`src/rtl/packet_assembler.sv`:
```
// Serialises one data island packet (header plus four subpackets) over 32 pixel
// clocks, appending a BCH ECC byte to each stream. The output is registered, so it lags the counter by one cycle.
module packet_assembler (
  input  logic        clk_pixel,
  input  logic        reset_n,
  input  logic        data_island_period,
  input  logic [23:0] header,
  input  logic [55:0] sub [3:0],
  output logic        packet_enable,
  output logic [8:0]  packet_data
);

  logic [4:0]  c;
  logic [7:0]  eh;
  logic [7:0]  es [3:0];

  logic [31:0] header_ext;
  logic [63:0] sub_ext [3:0];
  logic [7:0]  eh_next;
  logic [7:0]  es_next [3:0];
  logic        hdr_bit;
  logic [3:0]  even_bits;
  logic [3:0]  odd_bits;

  function automatic logic [7:0] step(input logic [7:0] e, input logic b);
    logic f;
    f = e[0] ^ b;
    return {1'b0, e[7:1]} ^ (f ? 8'h83 : 8'h00);
  endfunction

  assign packet_enable = data_island_period && (c == 5'd31);

  // Inputs are padded to the full stream length so the counter can index them
  // directly; the padding positions are always replaced by ECC bits.
  always_comb begin
    header_ext = {8'h00, header};
    eh_next    = step((c == 5'd0) ? 8'h00 : eh, header_ext[c]);
    hdr_bit    = (c < 5'd24) ? header_ext[c] : eh[c[2:0]];
    even_bits  = '0;
    odd_bits   = '0;
    for (int i = 0; i < 4; i++) begin
      sub_ext[i] = {8'h00, sub[i]};
      es_next[i] = step(step((c == 5'd0) ? 8'h00 : es[i], sub_ext[i][{c, 1'b0}]),
                        sub_ext[i][{c, 1'b1}]);
      even_bits[i] = (c < 5'd28) ? sub_ext[i][{c, 1'b0}] : es[i][{c[1:0], 1'b0}];
      odd_bits[i]  = (c < 5'd28) ? sub_ext[i][{c, 1'b1}] : es[i][{c[1:0], 1'b1}];
    end
  end

  always_ff @(posedge clk_pixel) begin
    if (!reset_n) begin
      c           <= '0;
      packet_data <= '0;
      eh          <= '0;
      for (int i = 0; i < 4; i++) es[i] <= '0;
    end else if (!data_island_period) begin
      c           <= '0;
      packet_data <= '0;
    end else begin
      c           <= c + 5'd1;
      packet_data <= {odd_bits, even_bits, hdr_bit};
      if (c < 5'd24) eh <= eh_next;
      if (c < 5'd28) begin
        for (int i = 0; i < 4; i++) es[i] <= es_next[i];
      end
    end
  end

endmodule
```
`config.mk`:
```
export PLATFORM = sky130hd
export DESIGN_NAME = packet_assembler
export DESIGN_NICKNAME = d
export VERILOG_FILES = /design/src/rtl/packet_assembler.sv
export SDC_FILE = /design/constraint.sdc
export NUM_CORES = 1
export LEC_CHECK = 0
export ABC_AREA = 1
export ABC_CLOCK_PERIOD_IN_PS = 3200
export CORE_ASPECT_RATIO = 1.2
export CORE_MARGIN = 3
export CORE_UTILIZATION = 38
export DETAILED_ROUTE_END_ITERATION = 16
export PLACE_DENSITY = 0.81
export SLEW_MARGIN = 10
export SYNTH_ARGS = -nofsm -noshare
export SYNTH_HDL_FRONTEND = slang
export SYNTH_SLANG_ARGS = --single-unit
```
`constraint.sdc`:
```
create_clock -name clk_pixel -period 3.2 [get_ports clk_pixel]
set_input_delay 0.64 -clock clk_pixel [delete_from_list [all_inputs] [get_ports clk_pixel]]
set_output_delay 0.64 -clock clk_pixel [all_outputs]
set_load 0.02 [all_outputs]
```
==> impl_metrics.json <==
{
  "outcome": "finished clean",
  "cts_tree": "yes",
  "area_delta_synth_final_pct": 51.5,
  "synth_warnings": 0,
  "routabilityCongestion": 0.914,
  "synth_enable_flop_cells": 32,
  "worst_slew_pin_slew_ns": 0.752,
  "hold_viol": 0,
  "clk_latency_ns": 0.29,
  "end_kind": "output pin",
  "post-route-period-util": 0.886,
  "drive_gt1_frac": 0.0288,
  "max-slew-margin-rel": 0.498,
  "synth_common_cells": "nand2_1, nor2_1, inv_1",
  "dr_total_vias": 7176,
  "setup_viol": 0,
  "initialDrtViolationCount": 776,
  "drv_slew": 0,
  "htree_num_levels": 2,
  "ir_drop_uv": 257,
  "place.port_buffers": 260,
  "synthDistinctLibCells": 24,
  "clock-sinks": 54,
  "clock_skew_ns": 0.00698,
  "worst_setup_path_start_kind": "flop",
  "p_leak_nw": 3.85,
  "antenna_found_initial": 4,
  "clockRootBuffer": "clkbuf_16",
  "core_sq_um": 14000,
  "synth_top_area_frac": 0.263,
  "drtPass1Iterations": 8,
  "p_per_area_nw_per_um2": 260,
  "ctsResizeCount": 0,
  "grt_max_degree": 79,
  "period_minus_slack_ns": 2.84,
  "overflow": 0,
  "numPlacedInstances": 1415,
  "cts.clk_slew.worst_paths_ns": 0.07,
  "seqCellArea_sq_um": 1410,
  "fin_util": 0.596,
  "cts_max_path_buffers": 2,
  "start_util": 0.394,
  "fillers": 1363,
  "die_h_microns": 138,
  "nNetsFinal": 1505,
  "top_level_ports": 261,
  "fp.dieW_microns": 116,
  "reg2reg_slack_ns": 0.61,
  "yosys-top-cells-area": "nand2_1, edfxtp_1, nor2_1",
  "routed_wl_microns": 22700,
  "dieArea_sq_um": 16000,
  "synth_seq_area_share": 0.254,
  "ys_ff_latch": 54,
  "synth_flop_cell": "edfxtp_1",
  "placed_area_sq_um": 8200,
  "crit_arrival_ns": 2.20,
  "rows": 47,
  "design_area_sq_um": 8350,
  "tns_ns": 0,
  "grt_pass1_vias": 6284,
  "crit_required_ns": 2.56,
  "syn_inst": 1021,
  "multi_input_area_sq_um": 3330,
  "cts_setup_buffers": 0,
  "hold_class": "flop to flop",
  "drv_cap": 0,
  "ant_nets": 0,
  "grt_usage": 0.267,
  "path_max_fanout": 34,
  "rsz0062_at_grt": "false",
  "place_ws_ns": 0.547,
  "hold_buffers": 0,
  "syn_nets": 1275,
  "synth_largest_area_cell": "nand2_1",
  "cts_buffers": 5,
  "synth.avg_cell_area_sq_um": 5.40,
  "synthArstFlopShare": 0,
  "timing.fmax_mhz": 353,
  "post-dp-hpwl_microns": 17700,
  "worstSetupPathType": "flop to output pin",
  "fin_cells": 1427,
  "vias_per_cell": 5.03,
  "wire_per_inst_microns": 15.9,
  "grt_pass1_wl_microns": 33300,
  "synth_most_common_cell": "nand2_1",
  "netlist_area_sq_um": 5510,
  "layout_setup_ws_ns": 0.364,
  "drc": 0
}
sequential cells by signal (all words and copies together) (netlist names):
signal       flops
c                5
eh               8
es              32
packet_data      9
power breakdown:
group	total, W	internal (W)	switching (W)
Sequential	0.000805	0.000779	0.0000260
Clock	0.000530	0.000292	0.000239
Combinational	0.000833	0.000439	0.000394
Total	0.00217	0.00151	0.000659
metal layers:
layer,wire length (microns),up-vias,share of wire,track usage
li1,-,3637,-,-
met1,8980,3188,0.40,0.330
met2,10800,310,0.48,0.460
met3,2180,41,0.096,0.0511
met4,708,0,0.031,0.101
met5,0,-,0,0
layout make-up:
class | count | area share
antenna | 4 | 0.00120
clock buffer | 7 | 0.0159
clock inverter | 1 | 0.000750
inverter | 119 | 0.0538
multi-input combinational | 790 | 0.399
sequential | 54 | 0.168
tap | 171 | 0.0256
timing repair buffer | 281 | 0.335
stage by stage:
step	power, W	hold WS (ns)
2_1_floorplan	0.00122	0.453
3_3_place_gp	0.00163	0.469
3_5_place_dp	0.00164	0.470
4_1_cts	0.00217	0.483
5_1_grt	0.00229	0.498
6_report	0.00217	0.481
worst paths after layout:
check	cells past startpoint	to	from
max	7	packet_enable	c[0]$_SDFF_PN0_
min	2	eh[4]$_SDFFE_PN0P_	eh[5]$_SDFFE_PN0P_
max reg2reg	14	es[0][9]$_SDFFCE_PP0P_	c[0]$_SDFF_PN0_
min reg2reg	2	eh[4]$_SDFFE_PN0P_	eh[5]$_SDFFE_PN0P_
logic make-up after synthesis:
group                      synth area share
AOI/OAI and AO/OA                     0.141
xor gates and xnor gates            0.00636
buffers and inverters                 0.142
and+or+nand+nor                       0.449
adders and majority gates           0.00681
DFF                                   0.254
placed cells by master, fill, tap and decap left out, drive strengths merged:
cell and count:
nand3 72, xor2 4, clkdlybuf4s50 260, clkbuf 7
a21oi 60, o21ai 90, o211ai 2, o22ai 2
nand2 386, edfxtp 32, nand3b 1, nand4 5
ha 3, inv 118, nor3b 1, nor2 164
clkinv 2, diode 4, dfxtp 22, buf 21
critical path: stages (launching register included):
cell             delay [ns]
dfxtp_4                0.61
ha_1                   0.24
nand2_1                0.07
nor2_1                 0.14
ha_1                   0.16
nand2_1                0.05
inv_1                  0.05
clkdlybuf4s50_1        0.60
(Power assumes the default switching activity.)
